<file path="src/rtl/benes_ingress_ctrl.sv">
// Ingress/egress controller for the 8x8 five-stage Benes network: issues words with skewed
// per-stage switch configs, tracks words in flight and catches results in a credit-protected FIFO.
module benes_ingress_ctrl #(
    parameter int PIPE_LAT   = 9,
    parameter int FIFO_DEPTH = 16,
    parameter int LANES      = 8,
    parameter int W          = 4
) (
    input  logic                 clk,
    input  logic                 rst_n,
    input  logic                 s_valid,
    output logic                 s_ready,
    input  logic [LANES*W-1:0]   s_data,
    input  logic [5*W-1:0]       s_cfg,
    output logic [LANES*W-1:0]   net_i_port,
    output logic [5*W-1:0]       net_switch_set,
    input  logic [LANES*W-1:0]   net_o_port,
    output logic                 m_valid,
    input  logic                 m_ready,
    output logic [LANES*W-1:0]   m_data,
    output logic [$clog2(FIFO_DEPTH):0] inflight
);

    localparam int DW     = LANES * W;
    localparam int STAGES = 5;
    localparam int AW     = $clog2(FIFO_DEPTH);
    localparam int CW     = AW + 1;
    localparam logic [CW:0] CREDIT_LIMIT = (CW+1)'(FIFO_DEPTH);

    logic [DW-1:0]       issData_q;
    logic                issValid_q;
    logic [PIPE_LAT-1:0] valid_q;
    logic [CW-1:0]       inflight_q, inflight_d;
    logic [CW-1:0]       count_q, count_d;
    logic [AW-1:0]       wptr_q, wptr_d;
    logic [AW-1:0]       rptr_q, rptr_d;
    logic [DW-1:0]       mem_q [0:FIFO_DEPTH-1];
    logic [CW:0]         creditUsed;
    logic                accept;
    logic                capture;
    logic                pop;

    // Credits come only from registered state, so a pop this cycle frees a slot next cycle.
    assign creditUsed = {1'b0, count_q} + {1'b0, inflight_q};
    assign s_ready    = rst_n & (creditUsed < CREDIT_LIMIT);
    assign accept     = s_valid & s_ready;
    assign capture    = valid_q[PIPE_LAT-1];
    assign m_valid    = (count_q != '0);
    assign pop        = m_valid & m_ready;
    assign m_data     = m_valid ? mem_q[rptr_q] : '0;
    assign net_i_port = issData_q;
    assign inflight   = inflight_q;

    always_ff @(posedge clk or negedge rst_n) begin
        if (!rst_n) begin
            issData_q  <= '0;
            issValid_q <= 1'b0;
            valid_q    <= '0;
        end else begin
            issData_q  <= accept ? s_data : '0;
            issValid_q <= accept;
            valid_q    <= {valid_q[PIPE_LAT-2:0], issValid_q};
        end
    end

    // Stage k's config rides a 2k-deep delay line so it lands on the same cycle as its word.
    for (genvar k = 0; k < STAGES; k++) begin : g_stage
        logic [W-1:0] line_q [0:2*k];

        always_ff @(posedge clk or negedge rst_n) begin
            if (!rst_n) begin
                for (int j = 0; j <= 2*k; j++) line_q[j] <= '0;
            end else begin
                line_q[0] <= accept ? s_cfg[k*W +: W] : '0;
                for (int j = 1; j <= 2*k; j++) line_q[j] <= line_q[j-1];
            end
        end

        assign net_switch_set[k*W +: W] = line_q[2*k];
    end

    always_comb begin
        inflight_d = inflight_q;
        count_d    = count_q;
        wptr_d     = wptr_q;
        rptr_d     = rptr_q;
        case ({accept, capture})
            2'b10:   inflight_d = inflight_q + CW'(1);
            2'b01:   inflight_d = inflight_q - CW'(1);
            default: inflight_d = inflight_q;
        endcase
        case ({capture, pop})
            2'b10:   count_d = count_q + CW'(1);
            2'b01:   count_d = count_q - CW'(1);
            default: count_d = count_q;
        endcase
        if (capture) wptr_d = wptr_q + AW'(1);
        if (pop)     rptr_d = rptr_q + AW'(1);
    end

    always_ff @(posedge clk or negedge rst_n) begin
        if (!rst_n) begin
            inflight_q <= '0;
            count_q    <= '0;
            wptr_q     <= '0;
            rptr_q     <= '0;
        end else begin
            inflight_q <= inflight_d;
            count_q    <= count_d;
            wptr_q     <= wptr_d;
            rptr_q     <= rptr_d;
        end
    end

    // Storage needs no reset: m_data is gated by m_valid and pointers are cleared.
    always_ff @(posedge clk) begin
        if (capture) mem_q[wptr_q] <= net_o_port;
    end

endmodule

</file>
<file path="config.mk">
export PLATFORM = sky130hd
export DESIGN_NAME = benes_ingress_ctrl
export DESIGN_NICKNAME = d
export VERILOG_FILES = /design/src/rtl/benes_ingress_ctrl.sv
export SDC_FILE = /design/constraint.sdc
export NUM_CORES = 1
export LEC_CHECK = 0
export CAP_MARGIN = 10
export CELL_PAD_IN_SITES_DETAIL_PLACEMENT = 0
export CELL_PAD_IN_SITES_GLOBAL_PLACEMENT = 1
export CORE_ASPECT_RATIO = 0.9
export CORE_MARGIN = 10
export CORE_UTILIZATION = 30
export DETAILED_ROUTE_END_ITERATION = 7
export HOLD_SLACK_MARGIN = 0.06
export MAX_ROUTING_LAYER = met4
export PLACE_DENSITY = 0.6
export SKIP_LAST_GASP = 1
export SYNTH_ARGS = -nofsm -noshare
export SYNTH_HDL_FRONTEND = slang
export SYNTH_SLANG_ARGS = --single-unit
</file>
<file path="constraint.sdc">
create_clock -name clk -period 3.3 [get_ports clk]
set_clock_uncertainty 0.1 [all_clocks]
set_input_delay 0.825 -clock clk [delete_from_list [all_inputs] [get_ports clk]]
set_output_delay 0.825 -clock clk [all_outputs]
set_load 0.05 [all_outputs]
</file>
; ---- Word-level counts from Yosys, hierarchy flattened
; Memory sizes are Yosys's and may differ from the RTL's.
; Index checks and enable logic that the tools add are counted.
; Widths: inputs -> output; s select.
[classes]
addsub = 7
magnitude_cmp = 1
eq_ne = 4
n_mux = 11
bitwise = 3
reduce_logical = 3
[ops]
columns = op, n
row1 = $mux 32, 2
row2 = $mux 4, 5
row3 = $pmux 5 s2, 2
row4 = $add 5x1->5 const B, 2
row5 = $sub 5x1->5 const B, 2
row6 = $add 4x1->4 const B, 2
row7 = $add 5x5->6, 1
row8 = $lt 6x5->1 const B, 1
row9 = $reduce_bool 5->1, 1
row10 = $eq 2x1->1 const B, 2
row11 = $eq 2x2->1 const B, 2
row12 = $reduce_bool 2->1, 2
row13 = $and 1x1->1, 3
row14 = $mux 1, 2
[word_totals]
ff_bits = 160
ramBits = 512
input_bits = 88
out_inout_bits = 91
elab_cells = 62
mem_count = 1
[mem_list]
columns = memory, words, word_bits, rd, rd_ports_with_merged_regs, wr, line
row1 = mem_q, 16, 32, 1, 0, 1, 37  ; logic [DW-1:0] mem_q [0:FIFO_DEPTH-1];

; ---- Depth between registers and ports, before layout
[logic_depth]
depth_word = 6
mapped_depth = 14
depth_no_buf = 12

; ---- Least setup slack after synthesis
; No wires, ideal clock.
[synth_path]
path_type = register to register
from = register valid_q[8]
to = memory mem_q[3][0] (netlist name) (enable)
setup_time_ps = 461
t_arrival_ps = 3005
required_ps = 2739
path_slack_ps = -266
path_stages_with_launch = 4
n_path_buf = 1
synth_period_minus_slack_ps = 3566
path_cell_list = dfrtp_1 -> clkbuf_1 -> nand2_1 -> nor3_1
[synth_via]
elab_chain_cells = 2
[synth_rtl]
columns = element, line
row1 = start: declaration, 32  ; logic [PIPE_LAT-1:0] valid_q;
row2 = start signal: assignment, 62  ; valid_q <= {valid_q[PIPE_LAT-2:0], issValid_q};
row3 = $mux 1, 117  ; if (capture) mem_q[wptr_q] <= net_o_port;
row4 = $mux 1 (implied by the code), 117
row5 = end: declaration, 37
; Every way passes these cells.

; ---- Worst setup path after layout
[layout_path]
from = register count_q[0]
to = output m_data[20]
[layout_via]
elab_chain_cells = 2
[layout_rtl]
columns = element, line
row1 = start: declaration, 34  ; logic [CW-1:0] count_q, count_d;
row2 = start signal: assignment, 109  ; count_q <= count_d;
row3 = $reduce_bool 5->1, 48  ; assign m_valid = (count_q != '0);
row4 = $mux 32, 50  ; assign m_data = m_valid ? mem_q[rptr_q] : '0;
row5 = end: declaration, 20  ; output logic [LANES*W-1:0] m_data,
; Every way passes these cells.

==> flow_metrics.tcl <==
set metrics [dict create \
    ant_nets 0 \
    cts_tree "done" \
    cts_root_buf "clkbuf_16" \
    ys_warn_count 0 \
    antenna_found_initial 4 \
    routed.top_layer "met4" \
    fin_ws_ns -0.375 \
    grt_max_degree 161 \
    worst_slew_pin_slew_ns 0.816 \
    ys_seq_elements 672 \
    p_leak_nw 10.9 \
    nFillCells 7342 \
    final_cell_mix "512 x edfxtp_1, 153 x dfrtp_1, 143 x clkdlybuf4s50_1, 128 x mux4_2, 77 x clkbuf_16" \
    io_pins 179 \
    hold_ws_ns 0.235 \
    rows 99 \
    power_frac_comb_pct 35.8 \
    swShare_pct 32.7 \
    layout.cells.most_common "edfxtp_1" \
    die_area_sq_um 94400 \
    vias_per_cell 4.71 \
    grt_overflow 0 \
    htreeDepth 3 \
    dp.cells 2363 \
    drt_iter0_drc 931 \
    postPlaceCellArea_sq_um 28300 \
    place_ws_ns 0.0824 \
    report.final.slew_viol_count 0 \
    syn_nets 1245 \
    clock_sinks 672 \
    cp_slowest_cell "or4_4" \
    io_buffers 178 \
    peakVddDrop_mv 0.658 \
    die_w_microns 323 \
    intPower_mw 18.9 \
    power_frac_seq_pct 36.1 \
    cap_viol_max_count 0 \
    rr_worst_depth 11 \
    postSynthAreaPerCell_sq_um 21.7 \
    synthFlopType "edfxtp_1" \
    grt_pass1_wl_microns 86400 \
    hold_buffers 0 \
    p_total_mw 28.1 \
    ys_seq_area_share_pct 78.3 \
    netlist_area_sq_um 24800 \
    path_clk_slew_ns 0.06 \
    crit_type "register to output port" \
    hold_violations 0 \
    fin_crit_ns 3.68 \
    cp.arrival_ns 2.75 \
    cp-start-kind "register" \
    tns_ns -10.92 \
    drcViolationCount 0 \
    async_flop_share_pct 23.8 \
    hold_class "register to register" \
    max_freq_mhz 272 \
    num_vias 11897 \
    r2r_slack_ns 0.16 \
    grt_pass1_vias 12616 \
    gp_congestion 0.716 \
    grt.total_usage_pct 12.7 \
    pwr-share-clk_pct 28.1 \
    final-setup-viol-count 32 \
    netlist_instances 1140 \
    path_cells "or4_4 -> nand2b_4 -> buf_12 -> and3_4 -> a221o_1 -> buf_4" \
    slew_headroom_pct 45.6 \
    wl_met2_microns 29600 \
    endpoint "m_data[20]" \
    finish.utilization_pct 38.2 \
    drtPass1Iterations 5 \
    stdcell_area_sq_um 31200 \
    violations "negative setup slack" \
    period_share_pct 111 \
    crit_required_ns 2.37 \
    crit_path_max_fanout 8 \
    post_drt_wl_per_cell_microns 23.2 \
    dp_hpwl_microns 33600 \
    wl_met1_microns 25300 \
    synth_cell_types 46 \
    p_per_area_nw_per_um2 902 \
    cp-end-kind "output port" \
    coreArea_sq_um 81500 \
    die_h_microns 293 \
    clock_path_buffers 3 \
    fin_cells 2524 \
    setup.worst_path.start "count_q[0]" \
    outcome "finished with violations" \
    clkLatencyLatePin_ns 0.60 \
    drive_gt1_share_pct 28.1 \
    initial_core_util_pct 30.4 \
    reg2reg_from "count_q[0]" \
    rsz0062_at_grt "true" \
    syn2layout_area_growth_pct 25.9 \
    rr_endpoint "count_q[4]" \
    nets 1510 \
    cts_buffers 74 \
    drt_wl_total_microns 58600 \
    synth_edf_count 512 \
    critPathMaxStageDelay_ns 0.57 \
    p_sw_mw 9.20 \
    routed-wl-met3_microns 2610 \
]
-- timing repair --
item	CTS	global route
setup endpoints to repair	32	34
cloned	8	3
resized for setup	39	7
pin swaps	7	6
setup buffers	15	0
-- synthesized netlist by cell type (2+ instances only) --
cell type  number  share of area [%]
o311ai_0        2              0.071
nand2b_1        2              0.051
and2_1         52                1.3
o211ai_1        2              0.061
a21oi_1         4              0.081
nand3_1         2              0.040
a31oi_1         2              0.051
edfxtp_1      512                 62
mux2_2         34                1.5
a21o_1          2              0.061
o21ai_0         5               0.10
xor2_1          8               0.28
clkbuf_1       22               0.33
a221o_1        32                1.3
nor3_1          5               0.10
nor2b_1        27               0.68
xnor2_1         7               0.25
buf_2          16               0.32
mux4_2        128                 12
nand2_1        14               0.21
or3_1           2              0.051
o21a_1          2              0.061
buf_1           5              0.076
buf_6          10               0.45
dfrtp_1       160                 16
buf_4          17               0.52
nor2_1         15               0.23
inv_1           9               0.14
ha_1           16               0.81
and2b_1        10               0.30
-- cell families after synthesis --
group           count (synthesis)  share of synthesized area [%]
compound gates                 55                           1.92
flops                         672                           78.3
buf+inv                        80                           1.86
simple gates                  139                           3.35
xor+xnor                       15                          0.531
fa+ha+maj                      17                          0.889
mux                           162                           13.2
-- layout make-up --
cell class                 count  area, sq um  area share (%)
clock inverter                30          300           0.963
sequential                   672        19400            62.2
clock buffer                 102         2030            6.50
antenna                        3         7.51          0.0241
timing repair buffer         257         2960            9.49
tap                         1060         1330            4.25
inverter                       9         33.8           0.108
multi-input combinational    391         5120            16.4
-- worst max-delay path, delay by kind of cell, from the launching register on --
kind,cells,cell delay (ns)
buffers and inverters,2,0.34
AOI/OAI and AO/OA,1,0.38
and+or+nand+nor,3,1.04
DFF,1,0.38
-- layer usage --
metal | GRT usage, % | vias to the layer above
met4 | 3.75 | 0
met5 | - | -
li1 | - | 5090
met2 | 20.5 | 270
met1 | 16.3 | 6448
met3 | 2.26 | 89
-- power by group through the flow --
stage	clock network, mW	registers [mW]	logic (mW)
CTS	8.12	10.2	10.1
detailed placement	0	10.4	9.12
global placement	0	10.3	9.10
finish	7.90	10.1	10.1
global route	8.48	10.2	10.7
floorplan	0	10.5	5.96
-- worst min path at each step --
stage          cells after the start                  start                     to  slack, ns
2_1_floorplan                      0   g_stage[1].line_q[8]   g_stage[1].line_q[4]       0.23
3_3_place_gp                       0  g_stage[3].line_q[18]  g_stage[3].line_q[14]       0.23
3_5_place_dp                       0  g_stage[2].line_q[14]  g_stage[2].line_q[10]       0.23
4_1_cts                            0             valid_q[2]             valid_q[3]       0.23
5_1_grt                            0             valid_q[5]             valid_q[6]       0.25
6_report                           0             valid_q[2]             valid_q[3]       0.23
-- flip-flops by register name, summed over array words and instances, names as in the netlist --
name,count
g_stage.line_q,84
valid_q,9
rptr_q,4
wptr_q,4
inflight,5
net_switch_set,16
net_i_port,32
mem_q,512
count_q,5
issValid_q,1
No activity file was read; power rests on OpenSTA's default activity.
==> RTL edit 1, RTL diff (same flow settings) <==
`LANES`: 8 -> 9.
--- a/src/rtl/benes_ingress_ctrl.sv
+++ b/src/rtl/benes_ingress_ctrl.sv
@@ -3,7 +3,7 @@
 module benes_ingress_ctrl #(
     parameter int PIPE_LAT   = 9,
     parameter int FIFO_DEPTH = 16,
-    parameter int LANES      = 8,
+    parameter int LANES      = 9,
     parameter int W          = 4
 ) (
     input  logic                 clk,
Interface: changed (resized m_data, net_i_port, net_o_port and s_data); port bits go from 179 to 195. The function was not compared with the original's and may differ.
==> RTL edit 1 against the original RTL <==
- the flow still finishes with violations (setup timing)
- maximum frequency fell by 0.48%
- sequential cell count rose by 68
- clock power rose by 11%
- worst setup slack got worse by 0.018 ns
- cell area rose by 9.6%
- final cell count rose by 9.5%
- sequential power rose by 9.9%
- area after synthesis rose by 10%
- routed wire length rose by 10%
- total power rose by 8.7%
- critical path type unchanged
- largest power group unchanged
- highest routed layer unchanged
==> RTL edit 1: results (changes against the original RTL) <==
| Metric | Value |
|---|---|
| Status | finished with violations |
| Failing checks | setup timing |
| Setup ws final | -0.393 ns (-0.0179 ns) |
| First-pass GRT wire length | 96.0 mm (+11%) |
| Placer congestion estimate | 0.706 (-1.4%) |
| Pin count of the biggest net entering global routing | 165 (+2.5%) |
| Fillers | 8134 (+11%) |
| GRT Overall Usage | 12.9% (+0.22 points) |
| Clk sinks | 740 (+10%) |
| Min Hold Slack | 0.239 ns (+0.00458 ns) |
| Post-CTS Resized | 18 (-54%) |
| Post CTS Setup Buffer Count | 13 (-2) |
| Sequential share of the synthesized area | 78.5% (+0.27 points) |
| Initial antenna violation count | 2 (-2) |
| Final #Nets | 1647 (+9.1%) |
| Layout clock area frac | 7.59% (+0.12 points) |
| WL final | 64.6 mm (+10%) |
| Largest register FFs | 576 (+13%) |
| Pre-CTS setup slack | 0.132 ns (+0.0500 ns) |
| N_taps | 1166 (+10%) |
| Total number of vias | 13000 (+8.9%) |
| Initial DRC Count | 828 (-11%) |
| Non-clock buffers, area share | 9.05% (-0.45 points) |
| Hold Startpoint | g_stage[4].line_q[7] |
| Num CTS Buffers | 82 (+11%) |
| Fraction of layout cells with a size suffix above 1 | 28.4% (+0.37 points) |
| Relative slew slack | 43.2% (-2.4 points) |
| Synth Area per Inst | 21.9 µm² (+0.86%) |
| Dpl hpwl | 38.4 mm (+14%) |
| I/O Buffers | 194 (+9.0%) |
| Post-place instance area | 31300 µm² (+11%) |
| Cell count after placement | 2597 (+9.9%) |
| Vias per cell | 4.69 (-0.55%) |
| Async set or reset register ratio after synthesis | 22.2% (-1.6 points) |
| Peak supply drop | 0.758 mV (+15%) |
| Number of global-route vias before repair | 14300 (+13%) |
| Setup-failing EPs final | 36 (+13%) |
| Critical Path Fanout Max | 18 (+10) |
| WHS Endpoint | net_switch_set[19] |
| Leak | 11.9 nW (+8.3%) |
| Final-layout clock buffer total | 111 (+8.8%) |
| Antenna cell count | 1 (-2) |
| Synth top cells by count | 576 x edfxtp_1, 164 x dfrtp_1, 144 x mux4_2, 56 x and2_1, 38 x mux2_2 |
| Layout area overhead | 25.4% |
| Multi-input logic area | 5580 µm² (+8.9%) |
| Syn nets | 1357 (+9.0%) |
[RTL edit 1: cell count changes in the layout (fill, tap and decap cells not counted), sizes merged, moves of 6 or more]
cell / change
clkdlybuf4s50: +12
buf: +14
clkinv: +7
nor2b: +10
edfxtp: +64
mux4: +16
and2b: -6
clkbuf: +7
[RTL edit 1: cells by family after synthesis]
kind of cell / after synthesis / share of synthesized area (%)
xor+xnor: 15 / 0.482
compound gates: 59 / 1.89
flops: 740 / 78.5
buf+inv: 84 / 1.62
mux: 182 / 13.5
fa+ha+maj: 17 / 0.808
simple gates: 147 / 3.20
[RTL edit 1: report_power, final]
part | total, W | internal, W | switching (W)
Clock | 0.00878 | 0.00515 | 0.00363
Combinational | 0.0107 | 0.00467 | 0.00600
Sequential | 0.0111 | 0.0107 | 0.000364
Total | 0.0306 | 0.0206 | 0.00999
[RTL edit 1: per-layer routing]
metal | track usage (%) | vias to the layer above | routed length (µm)
met4 | 3.72 | 0 | 1610
met5 | - | - | 0
met3 | 3.00 | 108 | 3350
li1 | - | 5574 | -
met2 | 20.6 | 336 | 31600
met1 | 16.4 | 6938 | 28100
[RTL edit 1: how the worst max path moves through the flow]
stage          slack (ns)           to  depth (start not counted)        start
2_1_floorplan        0.05  inflight[4]                         14  inflight[1]
3_3_place_gp         0.13   count_q[4]                          9      m_ready
3_5_place_dp         0.13   count_q[4]                          9      m_ready
4_1_cts             -0.44   m_data[32]                          6   count_q[0]
5_1_grt             -0.46   m_data[31]                          6   count_q[0]
6_report            -0.39   m_data[32]                          6   count_q[0]
[RTL edit 1: worst max-delay path: cells and delay by family, from the launching register on]
kind,cells,cell delay [ns]
AO/OA/AOI/OAI,1,0.44
buffers and inverters,2,0.35
flip-flops,1,0.39
AND/OR/NAND/NOR,3,0.96
==> RTL edit 2, RTL diff (config.mk and constraints unchanged) <==
Made on the original files. Register the input `s_cfg` before use, without a reset. The logic sees it one clock later. The other inputs are not delayed to match.
--- a/src/rtl/benes_ingress_ctrl.sv
+++ b/src/rtl/benes_ingress_ctrl.sv
@@ -26,6 +26,12 @@
     localparam int AW     = $clog2(FIFO_DEPTH);
     localparam int CW     = AW + 1;
     localparam logic [CW:0] CREDIT_LIMIT = (CW+1)'(FIFO_DEPTH);
+
+    logic [5*W-1:0] s_cfg_q;
+
+    always_ff @(posedge clk) begin
+        s_cfg_q <= s_cfg;
+    end
 
     logic [DW-1:0]       issData_q;
     logic                issValid_q;
@@ -71,7 +77,7 @@
             if (!rst_n) begin
                 for (int j = 0; j <= 2*k; j++) line_q[j] <= '0;
             end else begin
-                line_q[0] <= accept ? s_cfg[k*W +: W] : '0;
+                line_q[0] <= accept ? s_cfg_q[k*W +: W] : '0;
                 for (int j = 1; j <= 2*k; j++) line_q[j] <= line_q[j-1];
             end
         end
Behaviour: not the same (a bounded check fails within 4 cycles, from zero or initial values and one cycle with rst_n low).
==> RTL edit 2 against the original RTL <==
- the flow still finishes with violations (setup timing)
- cell area increased by 2.1%
- area after synthesis grew 1.6%
- register-to-register slack is essentially flat
- total power grew 2.3%
- global-route usage barely moved
- worst setup slack got worse by 0.019 ns
- routed wire length increased by 2.5%
- hold slack better by 0.0019 ns
- die area grew 1.5%
- first-iteration DRC count rose by 4.4%
- sequential cell count grew 20
- critical path type unchanged
- largest power group unchanged
==> RTL edit 2: results (changes against the original RTL) <==
| Metric | Value |
|---|---|
| Status | finished with violations |
| Failing checks | setup timing |
| Relative slew slack | 44.2% (-1.4 points) |
| XOR/XNOR Fraction of Synth Area | 0.522% (-0.0085 points) |
| Power per cell area | 904 nW/µm² (+0.27%) |
| Peak supply drop | 0.900 mV (+37%) |
| Placer congestion estimate | 0.711 (-0.66%) |
| Post-synthesis adder-cell area fraction | 0.875% (-0.014 points) |
| Gate power share | 35.9% (about the same) |
| Worst reg2reg path depth | 13 (+2) |
| Synth top area cells | edfxtp_1 61%, dfrtp_1 16%, mux4_2 11% |
| Final #Nets | 1548 (+2.5%) |
| Cts hold-fix bufs | 0 (unchanged) |
| Initial DRC Count | 972 (+4.4%) |
| Min Hold Slack | 0.236 ns (+0.00188 ns) |
| Post-synthesis compound-gate area fraction | 1.89% (-0.031 points) |
| Hold depth | 0 (unchanged) |
| Vias per cell | 4.57 (-2.9%) |
| Setup TNS | -11.42 ns (-0.504 ns) |
| Pre-CTS setup slack | 0.0413 ns (-0.0411 ns) |
| Post CTS Setup Buffer Count | 19 (+4) |
| Reg power frac | 36.1% (about the same) |
| Sequential share of the synthesized area | 78.6% (+0.33 points) |
| Num CTS Buffers | 76 (+2.7%) |
| Reg2reg start | count_q[3] |
| Routed wl met3 | 2.38 mm (-8.7%) |
| Synth unique cells | 47 (+2.2%) |
| Post-place instance area | 28700 µm² (+1.4%) |
| P_int | 0.0193 W (+2.1%) |
| Pre-antenna DRT Iters | 4 (-1) |
| Met3 Use GR | 2.12% (-0.14 points) |
| Async set or reset register ratio after synthesis | 23.1% (-0.69 points) |
| Synth Area per Inst | 21.7 µm² (-0.12%) |
| Worst path max stage delay | 0.52 ns (-0.05 ns) |
| Fillers | 7463 (+1.6%) |
| Mux share of post-synthesis cell area | 13.0% (-0.21 points) |
| Number of global-route vias before repair | 12700 (+0.45%) |
| Leak | 11.2 nW (+2.6%) |
| Dpl hpwl | 33.8 mm (+0.58%) |
| Cell count after placement | 2441 (+3.3%) |
| Initial antenna violation count | 2 (-2) |
| Setup ws final | -0.394 ns (-0.0187 ns) |
| Layout Cells excl Fill | 2626 (+4.0%) |
| Max H-tree Level | 3 (unchanged) |
| Post-CTS Resized | 37 (-5.1%) |
| Wl on met1 | 26.6 mm (+5.5%) |
| GRT Overall Usage | 12.7% (-0.031 points) |
| Fraction of layout cells with a size suffix above 1 | 29.0% (+0.98 points) |
| M2 GR Usage | 20.3% (-0.18 points) |
| Metal2 WL | 29.9 mm (+1.0%) |
| Crit-path slowest cell | dfrtp_4 |
| WL final | 60.1 mm (+2.5%) |
| CP arrival | 2.77 ns (+0.02 ns) |
| Setup-failing EPs final | 32 (unchanged) |
| First-pass GRT wire length | 87.7 mm (+1.5%) |
| GR met1 Demand/Resource | 16.5% (+0.23 points) |
-- RTL edit 2: layout make-up --
class / count / area share, %
repair buffers: 273 / 9.59
inverters: 9 / 0.106
clock buffers: 102 / 6.61
multi-input cells: 391 / 16.2
clock inverters: 34 / 0.822
diodes: 3 / 0.0236
flip-flops and latches: 692 / 62.2
well taps: 1122 / 4.41
-- RTL edit 2: worst max-delay path by stage --
stage	from	end	slack (ns)	cells after the start
5_1_grt	rptr_q[1]	m_data[4]	-0.48	6
6_report	rptr_q[1]	m_data[15]	-0.39	7
2_1_floorplan	inflight[1]	inflight[4]	0.002	14
3_3_place_gp	rptr_q[1]	m_data[16]	0.04	5
4_1_cts	count_q[0]	m_data[3]	-0.45	6
3_5_place_dp	rptr_q[1]	m_data[16]	0.04	5
-- RTL edit 2: worst max-delay path, delay by kind of cell (launching register included) --
family,cells,cell delay [ns]
buffers and inverters,4,0.62
flip-flops,1,0.52
AO/OA/AOI/OAI,1,0.32
multiplexers,2,0.70
